### src/rtl/fir_tdm_mac.sv
// Multi-channel FIR filter that time-shares one signed MAC across every tap of every channel.
// Results are rounded, saturated and released for all channels together with a valid pulse.
module fir_tdm_mac #(
    parameter int unsigned N        = 32,
    parameter int unsigned DELAYS   = 3,
    parameter int unsigned CHANNELS = 2,
    parameter int unsigned COEF_W   = 32,
    parameter int unsigned FRAC     = 0
) (
    input  logic                         clk,
    input  logic                         rst,
    input  logic                         ena,
    input  logic                         x_valid,
    input  logic [CHANNELS*N-1:0]        x_in,
    input  logic [(DELAYS+1)*COEF_W-1:0] b,
    output logic [CHANNELS*N-1:0]        y_out,
    output logic                         y_valid,
    output logic                         busy,
    output logic                         overrun
);

    localparam int unsigned Taps  = DELAYS + 1;
    localparam int unsigned PrW   = N + COEF_W;
    localparam int unsigned AccW  = N + COEF_W + $clog2(Taps);
    localparam int unsigned TapW  = (Taps > 1) ? $clog2(Taps) : 1;
    localparam int unsigned ChW   = (CHANNELS > 1) ? $clog2(CHANNELS) : 1;
    localparam int unsigned RndSh = (FRAC > 0) ? FRAC - 1 : 0;

    // One guard bit above the accumulator keeps the rounding add from wrapping.
    localparam logic signed [AccW:0] Half = (FRAC > 0) ? ((AccW+1)'(1) << RndSh) : '0;
    localparam logic signed [AccW:0] MaxV = (AccW+1)'({1'b0, {(N-1){1'b1}}});
    localparam logic signed [AccW:0] MinV = ~MaxV;

    typedef enum logic [1:0] {StIdle, StMac, StOut} state_e;

    state_e                              state_q;
    logic [CHANNELS-1:0][Taps-1:0][N-1:0] dline_q;
    logic [CHANNELS-1:0][N-1:0]          stage_q;
    logic [CHANNELS-1:0][N-1:0]          y_q;
    logic signed [AccW-1:0]              acc_q;
    logic [TapW-1:0]                     tap_q;
    logic [ChW-1:0]                      ch_q;

    logic [CHANNELS-1:0][N-1:0]          x_ch;
    logic [Taps-1:0][COEF_W-1:0]         coef;
    logic signed [PrW-1:0]               prod;
    logic signed [AccW-1:0]              acc_sum;
    logic [N-1:0]                        res;
    logic                                last_tap;
    logic                                last_ch;

    assign x_ch  = x_in;
    assign coef  = b;
    assign y_out = y_q;

    function automatic logic [N-1:0] round_sat(input logic signed [AccW-1:0] a);
        logic signed [AccW:0] r;
        r = (AccW+1)'(a);
        r = (r + Half) >>> FRAC;
        if (r > MaxV) begin
            return MaxV[N-1:0];
        end else if (r < MinV) begin
            return MinV[N-1:0];
        end
        return r[N-1:0];
    endfunction

    always_comb begin
        prod     = $signed(dline_q[ch_q][tap_q]) * $signed(coef[tap_q]);
        acc_sum  = acc_q + AccW'(prod);
        res      = round_sat(acc_sum);
        last_tap = (tap_q == TapW'(Taps - 1));
        last_ch  = (ch_q == ChW'(CHANNELS - 1));
    end

    always_ff @(posedge clk or posedge rst) begin
        if (rst) begin
            state_q <= StIdle;
            dline_q <= '0;
            stage_q <= '0;
            y_q     <= '0;
            acc_q   <= '0;
            tap_q   <= '0;
            ch_q    <= '0;
            y_valid <= 1'b0;
            busy    <= 1'b0;
            overrun <= 1'b0;
        end else begin
            y_valid <= 1'b0;
            // Any strobe outside IDLE is dropped; the flag is sticky until reset.
            if (x_valid && state_q != StIdle) begin
                overrun <= 1'b1;
            end
            case (state_q)
                StIdle: begin
                    if (x_valid && ena) begin
                        for (int c = 0; c < CHANNELS; c++) begin
                            for (int k = Taps - 1; k > 0; k--) begin
                                dline_q[c][k] <= dline_q[c][k-1];
                            end
                            dline_q[c][0] <= x_ch[c];
                        end
                        acc_q   <= '0;
                        tap_q   <= '0;
                        ch_q    <= '0;
                        busy    <= 1'b1;
                        state_q <= StMac;
                    end
                end
                StMac: begin
                    if (last_tap) begin
                        stage_q[ch_q] <= res;
                        acc_q         <= '0;
                        tap_q         <= '0;
                        if (last_ch) begin
                            state_q <= StOut;
                        end else begin
                            ch_q <= ch_q + ChW'(1);
                        end
                    end else begin
                        acc_q <= acc_sum;
                        tap_q <= tap_q + TapW'(1);
                    end
                end
                StOut: begin
                    y_q     <= stage_q;
                    y_valid <= 1'b1;
                    busy    <= 1'b0;
                    state_q <= StIdle;
                end
                default: state_q <= StIdle;
            endcase
        end
    end

endmodule

### config.mk
export PLATFORM = sky130hd
export DESIGN_NAME = fir_tdm_mac
export DESIGN_NICKNAME = d
export VERILOG_FILES = /design/src/rtl/fir_tdm_mac.sv
export SDC_FILE = /design/constraint.sdc
export NUM_CORES = 2
export LEC_CHECK = 0
export CORE_ASPECT_RATIO = 1.2
export CORE_UTILIZATION = 35
export DETAILED_ROUTE_END_ITERATION = 10
export PLACE_DENSITY = 0.51
export RECOVER_POWER = 100
export SYNTH_ARGS = -nofsm -noshare
export SYNTH_HDL_FRONTEND = slang
export SYNTH_SLANG_ARGS = --single-unit
### constraint.sdc
create_clock -name clk -period 18.5 [get_ports clk]
set_clock_uncertainty 0.05 [all_clocks]
set_input_delay 3.7 -clock clk [delete_from_list [all_inputs] [get_ports clk]]
set_output_delay 3.7 -clock clk [all_outputs]
set_load 0.02 [all_outputs]
==> results.md <==
* Main combinational cell family by area after synthesis: adder cells
* Fraction of layout cells with a size suffix above 1 at 0.0673
* FF-to-FF Start: ch_q$_DFFE_PP0P_
* Crit path to: stage_q[3]$_DFFE_PP0P_
* Gpl congestion at 0.970
* Wirelength per Cell at 22.4 um
* Fin Setup TNS at 0 ns
* Slowest-stage cell, CP: clkbuf_1
* Startpoint type of the worst setup path: flip-flop
* Leading cell type in the layout, fill and taps excluded: nand2_1
* Die X at 385 um
* Post-synth EDFFs at 0
* Final slew viol count at 1098
* DRT antenna net count at 0
* Relative slew slack at -2.44
* Worst-case clock buffer depth at 3
* Resize count post-CTS at 0
* Status: complete, but fails checks
* Simple-Gate Fraction of Synth Area at 0.157
* Row cnt at 168
* Most used DFF post-synth: dfrtp_1
* Global-route wire length before repair at 311 mm
* Most frequent cells in the layout: 1396 x nand2_1, 1281 x inv_1, 1234 x fa_1, 578 x nor2_1, 455 x dfrtp_1
* Endpoints failing setup at 0
* Overall global routing resource usage at 0.233
* Post-CTS setup buffers at 0
* CP Launch Point: ch_q$_DFFE_PP0P_
* Syn. warnings at 0
* Hold Path Class: reg -> reg
* Clk_lat worst skew at 0.66 ns
* Vias at 45200
* Core area at 174000 um2
* Port buffer count at 262
* Detailed router's first-iteration violation count at 2967
* Die H at 461 um
* Worst Path Max Fanout at 37
* Fmax at 62.6 MHz
* Crit share post-route at 0.863
* Fin crit period at 15.97 ns
* Hold_ws at 0.380 ns
* IO Pins at 263
* Clock tree sinks at 458
* Area delta synth->final at 10.9%
* Synth Area in Compound Gates at 0.0406
* Synth Area per Inst at 9.39 um2
* Post-synthesis sequential area ratio at 0.186
* Setup slack, reg-to-reg at 2.53 ns
* Total gr overflow at 0
* Htree depth at 2
* Measured slew at the worst slew-check pin at 5.13 ns
* Req. time, crit path at 18.94 ns
* Root Driver: clkbuf_16
* Worst reg2reg path depth at 32
* Final hold viol count at 0
* WS Path Type: reg -> reg
* CTS tree: built
* Ys async rst share at 1.00
* Initial antenna violation count at 3
* Fin area at 68200 um2
* DRT Pass-1 Iters at 7
* DP HPWL at 158 mm
* Mux contribution to synthesized area at 0.0589
* Post-synthesis cell area at 61500 um2
* RSZ-0062 raised after global routing: false
* Post-synthesis adder-cell area fraction at 0.447
* Setup crit end kind: flip-flop
* Worst path max stage delay at 1.53 ns
* Area post-placement at 66700 um2
* Post-cts hold buffer count at 0
* Clock buffer count from CTS at 50
* Max-cap violation count at 16
* Starting Density at 0.352
* # DRC at 0
* Full die area at 177000 um2
* WL final at 201 mm
* Post-layout nets at 8282
* Largest net degree at the start of global routing at 112
* Number of global-route vias before repair at 49500
* Worst-path clk slew at 0.06 ns
* Xor/xnor share of the synthesized area at 0.00926
* Routed vias/inst at 5.04
* Failing checks: capacitance limit, slew limit
* Worst flop-to-flop path endpoint: stage_q[3]$_DFFE_PP0P_
* Synthesized Nets at 8197
* Crit path DAT at 16.42 ns
* Mapped Cells at 6545
* Netlist cell types at 87
* Most Frequent Cell on Critical Path: fa_1
* Seq cells post-synth at 458
[worst max-delay path: cells and delay by family (launching register included)]
| family | cells | cell delay (ns) |
|---|---|---|
| compound gates | 3 | 1.42 |
| xor+xnor | 1 | 0.21 |
| fa+ha+maj | 9 | 4.49 |
| buf+inv | 8 | 3.50 |
| flops | 1 | 0.73 |
| mux | 2 | 1.93 |
| simple gates | 9 | 3.35 |
[layer usage]
| metal | vias up | global-route usage | share of wire |
|---|---|---|---|
| met5 | - | 0 | 0 |
| met2 | 1397 | 0.396 | 0.49 |
| met3 | 297 | 0.0277 | 0.054 |
| met1 | 23700 | 0.313 | 0.43 |
| met4 | 0 | 0.0650 | 0.031 |
| li1 | 19800 | - | - |
[metrics by stage]
| step | cells | util | setup slack [ns] |
|---|---|---|---|
| finish | 8969 | 0.391 | 2.53 |
| global route | 8965 | 0.391 | 1.73 |
| CTS | 8965 | 0.392 | 3.97 |
| detailed placement | 8873 | 0.382 | 3.35 |
| global placement | 8873 | 0.382 | 3.35 |
| floorplan | 6545 | - | 1.98 |
[synthesized netlist by cell type (31+ instances only)]
cell type / instances / area, um2
a21oi_1: 70 / 350
a22o_1: 53 / 464
and2_1: 47 / 294
clkbuf_1: 275 / 1030
dfrtp_1: 458 / 11500
fa_1: 1234 / 24700
ha_1: 222 / 2780
inv_1: 1283 / 4820
mux2_2: 118 / 1330
mux2i_1: 60 / 601
mux4_2: 75 / 1690
nand2_1: 1397 / 5240
nand2b_1: 34 / 213
nand4_1: 36 / 225
nor2_1: 582 / 2180
nor3_1: 120 / 601
o21a_1: 31 / 233
o21ai_0: 78 / 390
xnor2_1: 41 / 359
[state kept, by name, summed over array words and instances, names as in the netlist]
signal / count
y_out: 64
busy: 1
overrun: 1
tap_q: 2
state_q: 2
y_valid: 1
ch_q: 1
acc_q: 66
dline_q: 256
stage_q: 64
[worst min-delay path by stage]
stage	from	endpoint	slack (ns)	cells past startpoint
CTS	dline_q[44]$_DFFE_PP0P_	dline_q[76]$_DFFE_PP0P_	0.37	2
global placement	dline_q[124]$_DFFE_PP0P_	dline_q[124]$_DFFE_PP0P_	0.40	2
detailed placement	dline_q[231]$_DFFE_PP0P_	dline_q[231]$_DFFE_PP0P_	0.41	2
finish	dline_q[44]$_DFFE_PP0P_	dline_q[76]$_DFFE_PP0P_	0.38	2
floorplan	dline_q[127]$_DFFE_PP0P_	dline_q[127]$_DFFE_PP0P_	0.39	2
global route	dline_q[44]$_DFFE_PP0P_	dline_q[76]$_DFFE_PP0P_	0.41	2
[cell families after synthesis]
group / after synthesis
buffers and inverters: 1622
AOI/OAI and AO/OA: 363
DFF: 458
and+or+nand+nor: 2328
adders and majority gates: 1456
xor gates and xnor gates: 65
muxes: 253
[area by class of cell]
class | instances | area [um2]
repair buffers | 370 | 3390
flip-flops and latches | 458 | 11500
diodes | 4 | 10.0
fillers | 17700 | 106000
multi-input cells | 4465 | 43900
clock inverters | 19 | 265
inverters | 1285 | 4820
well taps | 2295 | 2870
clock buffers | 73 | 1460
Power is not shown: default switching activity piles up to over one toggle a cycle in this logic, so the estimate is an artifact.
